**src/rtl/iq_param_pkg.sv**
```systemverilog
// Shared constants for the instruction queue between fetcher and decoder.
package iq_param_pkg;

  localparam int INSTR_LENGTH = 32;
  localparam int PC_LENGTH    = 32;
  localparam int IQ_DEPTH     = 16;

  localparam logic TRUE  = 1'b1;
  localparam logic FALSE = 1'b0;

  // Byte distance between consecutive fetched instructions.
  localparam int PC_STEP = 4;

endpackage

```
**src/rtl/iq_param_ram.sv**
```systemverilog
// DEPTH-entry register array: one synchronous write port, one asynchronous read port.
module iq_param_ram
  import iq_param_pkg::*;
#(
  parameter int DEPTH = IQ_DEPTH,
  parameter int PTR_W = 4,
  parameter int W     = INSTR_LENGTH + PC_LENGTH
) (
  input  logic             clk,
  input  logic             we,
  input  logic [PTR_W-1:0] waddr,
  input  logic [W-1:0]     wdata,
  input  logic [PTR_W-1:0] raddr,
  output logic [W-1:0]     rdata
);

  logic [W-1:0] mem [DEPTH];

  // No reset: a flush or reset only moves pointers, stale data is never read.
  always_ff @(posedge clk) begin
    if (we) mem[waddr] <= wdata;
  end

  assign rdata = mem[raddr];

endmodule

```
**src/rtl/iq_param.sv**
```systemverilog
// Parametrised instruction queue with registered decoder-facing output stage,
// fetch-PC tracking and flush/redirect on a ROB exception.
module iq_param
  import iq_param_pkg::*;
#(
  parameter int               DEPTH    = IQ_DEPTH,
  parameter int               PTR_W    = $clog2(DEPTH),
  parameter int               INSTR_W  = INSTR_LENGTH,
  parameter int               PC_W     = PC_LENGTH,
  parameter int               AFULL_TH = DEPTH - 2,
  parameter logic [PC_W-1:0]  RESET_PC = '0
) (
  input  logic               clk,
  input  logic               rst,
  input  logic               is_exception_from_rob,
  input  logic [PC_W-1:0]    pc_from_rob,
  input  logic               is_hit_from_fetcher,
  input  logic [INSTR_W-1:0] instr_from_fetcher,
  input  logic               is_stall_from_rob,
  input  logic               is_stall_from_rs,
  input  logic               is_stall_from_slb,
  output logic [PC_W-1:0]    pc_to_fetcher,
  output logic               is_full_to_fetcher,
  output logic               is_afull_to_fetcher,
  output logic [PTR_W:0]     count_o,
  output logic               is_empty_to_decoder,
  output logic [INSTR_W-1:0] instr_to_decoder,
  output logic [PC_W-1:0]    pc_to_decoder
);

  localparam int ENTRY_W = INSTR_W + PC_W;
  localparam logic [PTR_W:0] FULL_CNT  = (PTR_W+1)'(DEPTH);
  localparam logic [PTR_W:0] AFULL_CNT = (PTR_W+1)'(AFULL_TH);

  logic [PTR_W-1:0]   head;
  logic [PTR_W-1:0]   tail;
  logic [PTR_W:0]     count;
  logic [PC_W-1:0]    pc_fc;
  logic               out_valid;
  logic [INSTR_W-1:0] out_instr;
  logic [PC_W-1:0]    out_pc;

  logic               dec_ready;
  logic               enq;
  logic               load;
  logic [ENTRY_W-1:0] rd_entry;

  assign dec_ready = !(is_stall_from_rob || is_stall_from_rs || is_stall_from_slb);
  // Full is judged on the start-of-cycle count, so a same-cycle dequeue never frees a slot.
  assign enq  = is_hit_from_fetcher && (count != FULL_CNT);
  assign load = (count != '0) && (!out_valid || dec_ready);

  iq_param_ram #(
    .DEPTH (DEPTH),
    .PTR_W (PTR_W),
    .W     (ENTRY_W)
  ) u_ram (
    .clk   (clk),
    .we    (enq && !is_exception_from_rob),
    .waddr (tail),
    .wdata ({instr_from_fetcher, pc_fc}),
    .raddr (head),
    .rdata (rd_entry)
  );

  always_ff @(posedge clk or posedge rst) begin
    if (rst) begin
      head      <= '0;
      tail      <= '0;
      count     <= '0;
      pc_fc     <= RESET_PC;
      out_valid <= FALSE;
      out_instr <= '0;
      out_pc    <= '0;
    end else if (is_exception_from_rob) begin
      head      <= '0;
      tail      <= '0;
      count     <= '0;
      pc_fc     <= pc_from_rob;
      out_valid <= FALSE;
    end else begin
      if (enq) begin
        tail  <= tail + PTR_W'(1);
        pc_fc <= pc_fc + PC_W'(PC_STEP);
      end
      if (load) begin
        out_valid <= TRUE;
        out_instr <= rd_entry[ENTRY_W-1:PC_W];
        out_pc    <= rd_entry[PC_W-1:0];
        head      <= head + PTR_W'(1);
      end else if (dec_ready) begin
        out_valid <= FALSE;
      end
      case ({enq, load})
        2'b10:   count <= count + (PTR_W+1)'(1);
        2'b01:   count <= count - (PTR_W+1)'(1);
        default: count <= count;
      endcase
    end
  end

  assign pc_to_fetcher       = pc_fc;
  assign is_full_to_fetcher  = (count == FULL_CNT);
  assign is_afull_to_fetcher = (count >= AFULL_CNT);
  assign count_o             = count;
  assign is_empty_to_decoder = !out_valid;
  assign instr_to_decoder    = out_instr;
  assign pc_to_decoder       = out_pc;

endmodule

```
**config.mk**
```make
export PLATFORM = sky130hd
export DESIGN_NAME = iq_param
export DESIGN_NICKNAME = d
export VERILOG_FILES = /design/src/rtl/iq_param_pkg.sv /design/src/rtl/iq_param_ram.sv /design/src/rtl/iq_param.sv
export SDC_FILE = /design/constraint.sdc
export NUM_CORES = 1
export LEC_CHECK = 0
export ABC_CLOCK_PERIOD_IN_PS = 4600
export BUFFER_PORTS_ARGS = -buffer_cell sky130_fd_sc_hd__buf_2
export CORE_MARGIN = 5
export CORE_UTILIZATION = 55
export CTS_BUF_LIST = sky130_fd_sc_hd__clkbuf_16
export DETAILED_ROUTE_END_ITERATION = 10
export GPL_TIMING_DRIVEN = 1
export PLACE_DENSITY = 0.77
export SYNTH_ARGS = -nofsm -noshare
export SYNTH_HDL_FRONTEND = slang
export SYNTH_SLANG_ARGS = --single-unit
export TNS_END_PERCENT = 20
```
**constraint.sdc**
```tcl
create_clock -name clk -period 4.6 [get_ports clk]
set_input_delay 0.23 -clock clk [delete_from_list [all_inputs] [get_ports clk]]
set_output_delay 0.23 -clock clk [all_outputs]
set_load 0.02 [all_outputs]
```
==> metrics.cfg <==
[drt]
dr.first_iter.drc_count = 2455
ant_nets = 0
wl_per_cell_um = 30.2
vias = 21200
routed_wl_um = 101000
drt_first_pass_iters = 8
avgViaCountPerCell = 6.36
route.detailed.drc = 0

[cts]
htree_num_levels = 3
ctsResizeCount = 0
cts.root.buffer_cell = clkbuf_16
clk_pin_slew_ns = 0.06
cts_inserted_buffers = 105
clk_latency_ns = 0.67
cts_tree = built
cts_sinks = 1134
cts_buffer_depth = 3

[die]
num_rows = 103
initial_core_util = 0.553
core_area_mm2 = 0.0787
io_pins = 175
fp.dieW_um = 291
die_area_mm2 = 0.0849
die_height_um = 291

[setup_path]
end_kind = flip-flop
cp.depth = 8
crit_type = reg2reg
crit_slowest_cell = or4_1
reg2reg_slack_ns = 1.42
cpPeakStageDelay_ns = 0.69
startpoint_type = flip-flop
worstPathCellList = or4_1 > o211ai_1 > xnor2_1 > ha_1 > or3_1 > a21oi_1 > a221oi_1 > a2111oi_0
path_max_fanout = 11
path_buf_inv = 0
critPathArrivalTime_ns = 3.71
critPathRequiredTime_ns = 5.12
crit_family = compound AO/OA/AOI/OAI gates
rr_worst_depth = 8

[power]
seq_power_share = 0.485
power_frac_clock = 0.317
p_int_mw = 18.8
leakage_nw = 16.2
switchingPower_mw = 6.84
power.density_mw_per_mm2 = 515
comb_power_share = 0.198
ir_drop_uv = 347
power_mw = 25.7
sw_frac_of_total = 0.266

[yosys]
ys_ff_latch = 1134
synth_seq_area_share = 0.770
yosys_warnings = 0
syn-mean-instance-area_um2 = 23.3
syn-instance-count = 1868
synthSimpleGateAreaFrac = 0.0149
synth_nets = 1947
synth_cell_types = 43
synth_top_family_by_area = multiplexers
synth_fa_ha_area_frac = 0.00230
synth.area.mux_share = 0.184
synth_compound_area_frac = 0.00724
synthesis.area_mm2 = 0.0435
synthArstFlopShare = 0.0970
synth-edff-count = 1024
synth_xor_area_frac = 0.00785
synthFlopType = edfxtp_1

[global_routing]
antenna_found_initial = 6
grt_start_max_net_pins = 60
grt_use_total = 0.237
grt_pass1_vias = 22000
grt_pass1_wl_um = 148000
gr-total-overflow = 0

[timing]
rsz0062_at_grt = false
fin_crit_sh = 0.692
holdWs_ns = 0.141
fin_skew_ns = 0.0306
setup_viol = 0
hold_violations = 0
fin_crit_ns = 3.18
report.final.slew_viol_count = 0
worst_pin_slew_ns = 1.10
fmax_mhz = 314
finalSetupTns_ns = 0
slew_headroom = 0.263

[finish]
final_common_cell = edfxtp_1
nFillCells = 4953
drive_above_1_share = 0.346
seq_area_mm2 = 0.0335
layout_common_cells = edfxtp_1, mux4_2, buf_2
final_cells = 3328
multi_input_area_mm2 = 0.00954
syn2layout_area_growth_pct = 14.6
nNetsFinal = 2265

[place]
io_buffers = 174
gp_congestion = 0.776
dp_hpwl_um = 52200
place_inst = 3062

[run]
max_cap_violations = 0

[hold_path]
hp-class = in2reg
worstHoldPathCells = 5

[status]
outcome = completed

-- registers in the layout (all words and copies together) (netlist names) --
signal            count
pc_to_decoder        32
u_ram.mem          1024
pc_to_fetcher        32
head                  4
out_valid             1
instr_to_decoder     32
tail                  4
count_o               5
-- routing by layer --
| layer | share of wire | global-route usage | vias up |
|---|---|---|---|
| li1 | - | - | 8501 |
| met1 | 0.37 | 0.319 | 11300 |
| met2 | 0.52 | 0.402 | 1195 |
| met3 | 0.086 | 0.0452 | 179 |
| met4 | 0.025 | 0.0689 | 4 |
| met5 | 0.00027 | 0 | - |
-- worst paths after layout --
| kind | startpoint | end |
|---|---|---|
| max in group asynchronous | rst | head[3] |
| worst max-delay path | count_o[1] | count_o[4] |
| worst min register to register | pc_to_decoder[3] | pc_to_decoder[3] |
| worst min-delay path | is_stall_from_rob | head[1] |
| worst max register to register | count_o[1] | count_o[4] |
| min in group asynchronous | rst | instr_to_decoder[15] |
-- area by class of cell --
type,instances,area share
diodes,1,0.0000502
clock buffers,107,0.0537
clock inverters,91,0.0109
inverters,11,0.000928
multi-input cells,627,0.191
flip-flops and latches,1134,0.672
well taps,1050,0.0263
repair buffers,307,0.0451
-- what timing repair did --
| action | CTS | global route |
|---|---|---|
| buffers inserted | 0 | 0 |
| endpoints found under the hold margin | 595 | 0 |
| hold buffers | 67 | 0 |
-- cells by family after synthesis --
| family | Yosys count |
|---|---|
| buffers and inverters | 107 |
| adders and majority gates | 8 |
| muxes | 390 |
| xor gates and xnor gates | 39 |
| DFF | 1134 |
| AOI/OAI and AO/OA | 53 |
| and+or+nand+nor | 137 |
-- through the flow --
step | cell area, µm² | util | setup slack, ns
after global routing | 49900 | 0.634 | 1.23
after detailed placement | 46000 | 0.584 | 1.46
after floorplan | 43500 | - | -0.156
final | 49900 | 0.634 | 1.42
after global placement | 46000 | 0.584 | 1.59
after CTS | 49900 | 0.634 | 1.45
-- power groups by stage --
stage,logic (mW),registers (mW),clock network (mW)
6_report,5.09,12.5,8.14
5_1_grt,5.42,12.5,8.72
4_1_cts,5.15,12.5,8.25
3_3_place_gp,4.92,12.6,0
2_1_floorplan,3.51,12.7,0
3_5_place_dp,5.02,12.7,0
-- worst reg2reg max path: cells and delay by family, from the launching register on --
kind                     cells  cell delay [ns]
flip-flops                   1             0.52
XOR/XNOR                     1             0.12
AND/OR/NAND/NOR              2             1.04
AO/OA/AOI/OAI                4             1.14
adder cells (fa/ha/maj)      1             0.24
-- cell usage after synthesis (all sizes together), types with 2 or more instances --
cell type     n  area [µm²]
a2111oi       2        17.5
a21oi         6        30.0
a31oi         2        12.5
and3          5        31.3
and4          2        17.5
buf          43         383
clkbuf       53         199
dfrtp       110        2750
edfxtp     1024       30700
ha            8         100
inv          11        41.3
mux2         67         754
mux2i         3        30.0
mux4        320        7220
nand2        47         176
nand3        19        95.1
nand3b        2        15.0
nand4        16         100
nor2         34         128
nor3          6        30.0
o21ai        33         165
o31ai         2        15.0
or3           2        12.5
or4           2        15.0
xnor2        10        87.6
xor2         29         254
Note: power is estimated with default switching activity, not from simulation.
